<file path="src/rtl/fpu_rshift_pipe.sv">
// Pipelined right shifter for mantissa alignment: logical/arithmetic fill, sticky OR of
// discarded bits, opaque tag passthrough, and a single global stall enable for flow control.
module fpu_rshift_pipe #(
  parameter int unsigned WIDTH = 32,
  parameter int unsigned SHW   = 6,
  parameter int unsigned PIPE  = 2,
  parameter int unsigned TAG_W = 4
) (
  input  logic             clk,
  input  logic             rst_n,
  input  logic             in_valid,
  output logic             in_ready,
  input  logic [WIDTH-1:0] in_data,
  input  logic [SHW-1:0]   in_shamt,
  input  logic             in_arith,
  input  logic [TAG_W-1:0] in_tag,
  output logic             out_valid,
  input  logic             out_ready,
  output logic [WIDTH-1:0] out_data,
  output logic             out_sticky,
  output logic [TAG_W-1:0] out_tag
);

  // First shift level handled by stage s; earlier stages take the leftover levels.
  function automatic int unsigned lvl_lo(int unsigned s);
    int unsigned lo;
    lo = 0;
    for (int unsigned i = 0; i < s; i++)
      lo += SHW / PIPE + ((i < SHW % PIPE) ? 1 : 0);
    return lo;
  endfunction

  function automatic logic [WIDTH-1:0] shr_fill(logic [WIDTH-1:0] d, logic f, int unsigned amt);
    logic [2*WIDTH-1:0] t;
    t = {{WIDTH{f}}, d} >> amt;
    return t[WIDTH-1:0];
  endfunction

  function automatic logic [WIDTH-1:0] low_mask(int unsigned amt);
    logic [WIDTH-1:0] m;
    for (int unsigned i = 0; i < WIDTH; i++)
      m[i] = (i < amt);
    return m;
  endfunction

  logic             v_q  [PIPE];
  logic [WIDTH-1:0] d_q  [PIPE];
  logic [SHW-1:0]   sh_q [PIPE];
  logic             f_q  [PIPE];
  logic             st_q [PIPE];
  logic [TAG_W-1:0] t_q  [PIPE];

  logic             v_n  [PIPE];
  logic [WIDTH-1:0] d_n  [PIPE];
  logic [SHW-1:0]   sh_n [PIPE];
  logic             f_n  [PIPE];
  logic             st_n [PIPE];
  logic [TAG_W-1:0] t_n  [PIPE];

  logic en;
  logic in_fill;
  logic in_ovr;

  assign en       = out_ready | ~out_valid;
  assign in_ready = en;
  assign in_fill  = in_arith & in_data[WIDTH-1];
  assign in_ovr   = {1'b0, in_shamt} >= (SHW+1)'(WIDTH);

  always_comb begin
    for (int unsigned s = 0; s < PIPE; s++) begin
      if (s == 0) begin
        v_n[s] = in_valid;
        f_n[s] = in_fill;
        t_n[s] = in_tag;
        // Overrange resolves fully here; zeroing shamt turns later levels into pass-through.
        if (in_ovr) begin
          d_n[s]  = {WIDTH{in_fill}};
          sh_n[s] = '0;
          st_n[s] = |in_data;
        end else begin
          d_n[s]  = in_data;
          sh_n[s] = in_shamt;
          st_n[s] = 1'b0;
        end
      end else begin
        v_n[s]  = v_q[s-1];
        d_n[s]  = d_q[s-1];
        sh_n[s] = sh_q[s-1];
        f_n[s]  = f_q[s-1];
        st_n[s] = st_q[s-1];
        t_n[s]  = t_q[s-1];
      end
      for (int unsigned k = 0; k < SHW; k++) begin
        if (k >= lvl_lo(s) && k < lvl_lo(s + 1) && sh_n[s][k]) begin
          st_n[s] = st_n[s] | (|(d_n[s] & low_mask(1 << k)));
          d_n[s]  = shr_fill(d_n[s], f_n[s], 1 << k);
        end
      end
    end
  end

  always_ff @(posedge clk) begin
    if (!rst_n) begin
      for (int unsigned s = 0; s < PIPE; s++) begin
        v_q[s]  <= 1'b0;
        d_q[s]  <= '0;
        sh_q[s] <= '0;
        f_q[s]  <= 1'b0;
        st_q[s] <= 1'b0;
        t_q[s]  <= '0;
      end
    end else if (en) begin
      for (int unsigned s = 0; s < PIPE; s++) begin
        v_q[s]  <= v_n[s];
        d_q[s]  <= d_n[s];
        sh_q[s] <= sh_n[s];
        f_q[s]  <= f_n[s];
        st_q[s] <= st_n[s];
        t_q[s]  <= t_n[s];
      end
    end
  end

  assign out_valid  = v_q[PIPE-1];
  assign out_data   = d_q[PIPE-1];
  assign out_sticky = st_q[PIPE-1];
  assign out_tag    = t_q[PIPE-1];

endmodule

</file>
<file path="config.mk">
export PLATFORM = sky130hd
export DESIGN_NAME = fpu_rshift_pipe
export DESIGN_NICKNAME = d
export VERILOG_FILES = /design/src/rtl/fpu_rshift_pipe.sv
export SDC_FILE = /design/constraint.sdc
export NUM_CORES = 1
export LEC_CHECK = 0
export BUFFER_PORTS_ARGS = -buffer_cell sky130_fd_sc_hd__buf_2
export CAP_MARGIN = 20
export CORE_UTILIZATION = 40
export CTS_CLUSTER_SIZE = 24
export DETAILED_ROUTE_END_ITERATION = 8
export GPL_TIMING_DRIVEN = 0
export HOLD_SLACK_MARGIN = 0.08
export SYNTH_ARGS = -nofsm -noshare
export SYNTH_HDL_FRONTEND = slang
export SYNTH_SLANG_ARGS = --single-unit
</file>
<file path="constraint.sdc">
create_clock -name clk -period 5.7 [get_ports clk]
set_clock_uncertainty 0.2 [all_clocks]
set_input_delay 1.425 -clock clk [delete_from_list [all_inputs] [get_ports clk]]
set_output_delay 1.425 -clock clk [all_outputs]
set_load 0.005 [all_outputs]
</file>
==> metrics.txt, run 1 <==
Final Slew Violations=0; number of flops mapped to enable cells by yosys=80; Clock Path Buffers=2; P_leak=0.00250 µW; number of I/O pins=86; slowest cell on the critical path=clkbuf_1; Buf/Inv on CP=3; average cell area after synthesis=11.3 µm²; CTS tree=done; Resized cells post-CTS=0; Detail Placement HPWL=9.15 mm; fin area=6000 µm²; Buffers on Ports=84; Starting Density=41.6%; largest net degree at the start of global routing=23; CP Cell Sequence=buf_2 > nand2b_1 > clkbuf_1 > buf_2; status=completed; Slew @ Worst Pin=733 ps; Post-CTS Hold Buffers=0; CTS H-tree depth=3; Setup crit end kind=output port; Critical Path Fanout Max=10; fillers=1158; DP Area=5750 µm²; Final Wtd Congestion=0.876; CP Depth=4; Final Hold Vio Count=0; Initial DRT Pass Iterations=4; Total Nets Final=595; max cap viols=0; post-synthesis cell type count=42; layout cells sized above 1=37.3%; #FFs+latches synth=80; warnings from Yosys=0; Mapped Area=5060 µm²; Syn Inst Count=449; Max VDD drop=0.000146 V; Clock Latency Late Sink=330 ps; total congestion overflow=0; crit-path most repeated cell=buf_2; CTS root buffer=clkbuf_16; CP arrival=2130 ps; CP delay by family, top=buffers and inverters; Final ANT Viol Nets=0; vias in the first global route=3643; Rows=40; register area share after synthesis=47.5%; setup_tns=0 ps; DIE AREA=13100 µm²; Antenna Cells=0; Syn-to-layout area delta=18.5%; ys async rst share=0%; number of buffers created by CTS=9; Post-Syn Nets=496; final worst slack=1950 ps; minimum clock period=3750 ps; worst hold stages=1; Die Y=114 µm; dpl ws=1980 ps; Storage cell area=2400 µm²; top_reg_cell synth=edfxtp_1; Worst Setup Start Kind=input pin; R2R depth=7; drt initial violations=268; CP peak stage delay=300 ps; Vias/cell=5.19; worst rel slew slack=51.0%; critical path type=input pin to output port; Setup Viol. Count Final=0; multi-input logic area=2230 µm²; Die X=114 µm; Vias=3736; Wirelength per Cell=15.9 µm; Routed WL=11.5 mm; RSZ-0062 raised after global routing=false; Core ar.=12200 µm²; Final Cycle Share=65.9%; clock-pin slew on the worst setup and hold paths=60 ps; Final Power=1570 µW; DR DRC count=0; Post-CTS Repair Setup Buffers=0; top achievable clock speed=266 MHz; CTS Sinks=80; initial antenna violation count=0; Worst EP required=4070 ps; Pwr per Cell Area=262 nW/µm²; gr usage total=18.7%; Min-Delay Path Class=register to register; first-pass GRT wire length=18.7 mm
==> power by group <==
part / switching [µW] / internal (µW)
Sequential: 37.8 / 713
Clock: 198 / 289
Combinational: 169 / 164
==> layout make-up <==
| type | instances | area share (%) |
|---|---|---|
| Clock inverter | 2 | 0.125 |
| Timing Repair Buffer | 88 | 8.01 |
| Tap cell | 168 | 3.50 |
| Inverter | 5 | 0.313 |
| Clock buffer | 13 | 4.00 |
| Multi-Input combinational cell | 297 | 37.1 |
| Sequential cell | 80 | 40.0 |
| Buffer | 67 | 6.88 |
==> cells in the final DEF (no fill, tap or decap), types with 2 or more instances in the layout <==
cell        n
buf_2      96
edfxtp_1   80
mux2_2     48
nor2_1     39
buf_4      35
o22ai_1    29
a21oi_1    25
o21ai_1    24
mux2i_1    24
clkbuf_1   20
nor4_1     18
mux2_1     14
o21ai_0    13
and3_1     10
nand3_1     9
clkbuf_16   9
mux4_2      8
nand2_1     4
nand4_1     4
buf_8       4
nand2b_1    3
inv_1       3
nor3_1      3
nand3b_1    2
buf_1       2
nor3b_1     2
a21o_1      2
buf_6       2
inv_2       2
or4_1       2
clkinv_1    2
==> metal layers <==
layer | wire, µm | track usage, % | up-vias
met5 | 0 | 0 | -
met4 | 204 | 7.19 | 0
met3 | 515 | 3.12 | 16
met2 | 5590 | 31.8 | 116
met1 | 5150 | 23.8 | 1702
li1 | - | - | 1902
==> final timing paths <==
kind,start,to,slack (ps)
setup / recovery,out_ready,in_ready,1950
hold / removal,v_q[0][0],v_q[0][1],360
setup reg to reg,sh_q[0][3],st_q[0][1],3150
hold reg to reg,v_q[0][0],v_q[0][1],360
==> cells in the mapped netlist, types with 4 or more instances <==
cell type	instances	area [µm²]
o21ai_0	13	65.1
buf_4	35	263
buf_2	12	60.1
nor2_1	39	146
clkbuf_1	16	60.1
mux4_2	8	180
nor4_1	18	113
o22ai_1	29	181
edfxtp_1	80	2400
mux2_1	14	158
mux2i_1	24	240
nand2_1	4	15.0
nand4_1	4	25.0
a21oi_1	25	125
and3_1	10	62.6
mux2_2	48	541
o21ai_1	24	120
nand3_1	9	45.0
==> metrics by stage <==
| step | hold WS (ps) | std cells | util (%) |
|---|---|---|---|
| global route | 373 | 720 | 49.3 |
| finish | 356 | 720 | 49.3 |
| global placement | 337 | 701 | 46.8 |
| detailed placement | 336 | 705 | 47.3 |
| CTS | 360 | 720 | 49.3 |
| floorplan | 328 | 449 | - |
==> registers in the layout, summed over array words and instances, names as in the netlist <==
register,flops
d_q,64
t_q,8
sh_q,3
st_q,2
v_q,2
f_q,1
==> cell families after synthesis <==
| family | count (synthesis) | share of synthesized area [%] |
|---|---|---|
| DFF | 80 | 47.5 |
| muxes | 94 | 22.1 |
| buffers and inverters | 72 | 8.53 |
| AOI/OAI and AO/OA | 101 | 11.5 |
| and+or+nand+nor | 101 | 10.3 |
| other | 1 | 0.0741 |
(Power assumes the default switching activity.)
==> run 2: changes to the inputs <==
==> constraint.sdc (replaced) <==
create_clock -name clk -period 3.1 [get_ports clk]
set_clock_uncertainty 0.2 [all_clocks]
set_input_delay 0.775 -clock clk [delete_from_list [all_inputs] [get_ports clk]]
set_output_delay 0.775 -clock clk [all_outputs]
set_load 0.005 [all_outputs]
==> run 2 against run 1 <==
Via count grew 0.86%. Worst setup slack lost 1500 ps. Largest power group unchanged. Highest routed layer unchanged. Non-clock buffer count is the same. First-iteration DRC count shrank 15%. Combinational power grew 86%. Clock-buffer cell count shrank 3. Sequential share of layout area shrank 0.11 points. Flip-flop and latch count is the same. Die area is the same. Hold slack gained 5.0 ps.
==> metrics.txt, run 2 (same netlist as run 1, synthesis figures left out) <==
Largest Register=d_q; Setup crit end kind=register; Die X=114 µm; Clock Path Buffers=2; most frequent cells in the layout=buf_2, edfxtp_1, mux2_2; RSZ-0062 raised after global routing=false; combinational power share=21.4%; Worst EP required=2980 ps; Buffers on Ports=84; dpl ws=270 ps; placed cells=705; internal cell power=2130 µW; Initial DRT Pass Iterations=4; RR Startpoint=sh_q[0][3]; critical path type=register to register; top flop regs=d_q: 64 flops, t_q: 8 flops, sh_q: 3 flops; worst rel slew slack=49.3%; total congestion overflow=0; layout cells sized above 1=37.8%; net switching power=746 µW; max cap viols=0; Setup Viol. Count Final=0; Final Slew Violations=0; final worst slack=481 ps; Final ANT Viol Nets=0; Final Cycle Share=84.5%; Clock Latency Late Sink=330 ps; Critical Path Fanout Max=10; vias in the first global route=3647; number of flip-flops in the largest register=64; Max VDD drop=0.000265 V; DIE AREA=13100 µm²; Util after Layout=49.5%; Pwr per Cell Area=479 nW/µm²; Min-Delay Path Class=register to register; minimum clock period=2620 ps; DR DRC count=0; Routed WL=11.5 mm; Vias/cell=5.25; Storage cell area=2400 µm²; top achievable clock speed=382 MHz; Wirelength per Cell=16.0 µm; hold wc startpoint=t_q[0][2]; most common cell after layout, fill and taps aside=buf_2; Slew @ Worst Pin=757 ps; number of I/O pins=86; Post-CTS Hold Buffers=0; initial antenna violation count=0; Rows=40; number of buffers created by CTS=9; CP arrival=2500 ps; first-pass GRT wire length=18.7 mm; Core ar.=12200 µm²; Die Y=114 µm; Final Power=2880 µW; Vias=3768; CTS tree=done; clock-pin slew on the worst setup and hold paths=60 ps; status=completed; Post-CTS Repair Setup Buffers=0; Resized cells post-CTS=0; Detail Placement HPWL=9.14 mm; gr usage total=18.5%; final hold slack=361 ps; CTS root buffer=clkbuf_16; Total Nets Final=595; Final Hold Vio Count=0; Clock power frac=30.7%; Syn-to-layout area delta=18.9%; share of total power in sequential cells=47.9%; Starting Density=41.6%; Worst Setup Start Kind=register; Sw Ratio=25.9%; CTS H-tree depth=3; non-filler cells in the finished layout=718; P_leak=0.00251 µW; multi-input logic area=2230 µm²; fillers=1142; Antenna Cells=0; drt initial violations=227; crit path launch=sh_q[0][3]; Final Wtd Congestion=0.873; largest net degree at the start of global routing=23; CTS Sinks=80
run 2: changes by cell type in the layout (fill, tap and decap cells not counted), sizes merged:
| cell | previous run | this run |
|---|---|---|
| clkinv | 2 | 3 |
| clkbuf | 29 | 26 |
run 2: per-stage QoR:
stage | instance area, µm² | setup TNS (ps)
6_report | 6020 | 0
5_1_grt | 6020 | 0
4_1_cts | 6020 | 0
3_5_place_dp | 5770 | 0
3_3_place_gp | 5700 | -137980
2_1_floorplan | 5070 | -60530
run 2: final timing paths:
kind / slack, ps / depth (start not counted) / end
setup / recovery: 480 / 7 / st_q[0][1]
hold / removal: 360 / 1 / t_q[0][6]
setup reg to reg: 480 / 7 / st_q[0][1]
hold reg to reg: 360 / 1 / t_q[0][6]
run 2: area by class of cell:
type / instances / share of cell area [%]
buffer: 67 / 7.03
clock buffer: 10 / 3.81
clock inverter: 3 / 0.208
inverter: 5 / 0.312
multi-input combinational: 297 / 37.0
sequential: 80 / 39.9
tap: 168 / 3.49
timing repair buffer: 88 / 8.19
run 2: power groups by stage:
stage	combinational, µW	sequential (µW)	clock, µW
after global placement	600	1400	0
after floorplan	429	1370	0
final	618	1380	884
after detailed placement	611	1400	0
after CTS	617	1380	905
after global routing	681	1390	940
run 2: critical path, stage by stage, from the launching register on:
cell	delay, ps
edfxtp_1	470
buf_6	190
buf_4	230
mux2i_1	350
mux2i_1	180
nor4_1	410
o2111a_1	250
a21oi_1	70
run 2: layer usage:
metal | track usage, % | wire length (µm) | vias to the layer above
li1 | - | - | 1899
met2 | 31.2 | 5520 | 132
met5 | 0 | 0 | -
met1 | 24.0 | 5210 | 1720
met4 | 7.79 | 239 | 0
met3 | 2.59 | 517 | 17
==> run 3: changes to the inputs <==
==> constraint.sdc (replaced) <==
create_clock -name clk -period 2.3 [get_ports clk]
set_clock_uncertainty 0.2 [all_clocks]
set_input_delay 0.575 -clock clk [delete_from_list [all_inputs] [get_ports clk]]
set_output_delay 0.575 -clock clk [all_outputs]
set_load 0.005 [all_outputs]
==> run 3 against run 2 <==
Wire length grew 0.17%. Sequential share of layout area shrank 0.73 points. Critical path depth shrank 2. Sequential power grew 35%. Cell count grew 0.42%. Die area is the same. Highest routed layer unchanged.
==> metrics.txt, run 3 (same netlist as run 1, synthesis figures left out) <==
status=completed; Total Nets Final=598; drt initial violations=209; max cap viols=0; largest net degree at the start of global routing=23; Starting Density=41.6%; placed cells=705; layout cells sized above 1=40.5%; Die Y=114 µm; Detail Placement HPWL=9.14 mm; Rows=40; Die X=114 µm; top flop regs=d_q: 64 flops, t_q: 8 flops, sh_q: 3 flops; Final Wtd Congestion=0.873; P_leak=0.00255 µW; total congestion overflow=0; Final Hold Vio Count=0; met3 wire len=458 µm; gr usage total=18.7%; CTS tree=done; Setup Viol. Count Final=0; CTS H-tree depth=3; Antenna Cells=0; CP delay by family, top=simple AND/OR/NAND/NOR gates; hold path endpoint=t_q[0][2]; number of flip-flops in the largest register=64; RSZ-0062 raised after global routing=false; worst hold stages=2; minimum clock period=2260 ps; CTS root buffer=clkbuf_16; Initial DRT Pass Iterations=4; R2R setup slack=40 ps; Reg-to-Reg End=st_q[0][1]; Syn-to-layout area delta=21.1%; Clock Latency Late Sink=330 ps; Critical Path Fanout Max=3; slowest cell on the critical path=or4_4; DR DRC count=0; hold wc startpoint=in_tag[2]; Slew @ Worst Pin=749 ps; DIE AREA=13100 µm²; number of buffers created by CTS=9; first-pass GRT wire length=18.8 mm; Buffers on Ports=84; Setup crit end kind=register; critical path type=register to register; Core ar.=12200 µm²; R2R depth=5; CTS Sinks=80; Largest Register=d_q; clock-pin slew on the worst setup and hold paths=60 ps; Worst Setup Start Kind=register; met2 WL post-DR=5.58 mm; Final Cycle Share=98.3%; final hold slack=350 ps; worst rel slew slack=49.9%; Clock Path Buffers=2; non-filler cells in the finished layout=721; Min-Delay Path Class=input pin to register; top achievable clock speed=442 MHz; crit path launch=sh_q[0][3]; vias in the first global route=3680; Routed WL=11.5 mm; initial antenna violation count=0; setup_tns=0 ps; wl on met1=5.20 mm; CP arrival=2140 ps; RR Startpoint=sh_q[0][3]; Pwr per Cell Area=640 nW/µm²; Buf/Inv on CP=1; Vias=3768; Top Metal Used=met4; most common cell after layout, fill and taps aside=buf_2; Final ANT Viol Nets=0; Worst EP required=2180 ps; CP Cell Sequence=buf_6 > mux4_2 > or4_4 > nor3_2 > a21oi_1; Final Slew Violations=0; Wirelength per Cell=16.0 µm; Vias/cell=5.23; number of I/O pins=86; most frequent cells in the layout=buf_2, edfxtp_1, mux2_2; CP peak stage delay=550 ps; Max VDD drop=0.000366 V
[run 3: cell types whose count changed in the layout (fill, tap and decap cells not counted), moves of 2 or more]
cell      previous run  this run
buf_6                2         4
nor4_2               0         2
mux2i_4              0         3
clkbuf_1            16        12
mux2i_2              0         2
mux2i_1             24        19
clkbuf_2             0         5
nor4_1              18        16
[run 3: worst max-delay path by stage]
stage | slack, ps | endpoint | cells past startpoint
finish | 40 | st_q[0][1] | 5
global route | 0.8 | st_q[0][1] | 5
CTS | 10 | st_q[0][1] | 7
detailed placement | -330 | d_q[0][0] | 7
global placement | -2330 | d_q[0][34] | 3
floorplan | -1360 | d_q[0][0] | 2
[run 3: repair_timing]
item / 4_1_cts / 5_1_grt
hold buffers: 0 / 0
pin swaps: 0 / 1
resized for setup: 6 / 21
buffers inserted: 1 / 2
endpoints found under the hold margin: 0 / 0
endpoints found under the setup margin: 1 / 34
gates cloned: 0 / 0
[run 3: final cells by class]
type                    count  area [µm²]
multi-input cells         297        2290
well taps                 168         210
clock buffers              10         229
repair buffers             91         519
flip-flops and latches     80        2400
clock inverters             3        12.5
fillers                  1136        6030
plain buffers              67         448
inverters                   5        18.8
[run 3: stage by stage]
step / worst slack [ps] / instance area, µm² / util (%) / power, µW
CTS: 13.0 / 6060 / 49.8 / 3930
global placement: -2330 / 5700 / 46.9 / 2700
floorplan: -1360 / 5070 / - / 2430
finish: 38.9 / 6130 / 50.4 / 3920
global route: 0.792 / 6130 / 50.4 / 4100
detailed placement: -330 / 5770 / 47.5 / 2710
[run 3: report_power, final]
part	internal (µW)	switching, µW	leakage (µW)	total (µW)
Combinational	438	432	0.00149	870
Clock	701	488	0.000119	1190
Sequential	1770	98.2	0.000937	1860
Total	2910	1020	0.00255	3920
[run 3: routing by layer]
layer	vias to the layer above	track usage (%)
met5	-	0
met4	0	8.14
met3	19	2.59
met2	114	31.5
met1	1732	24.0
li1	1903	-
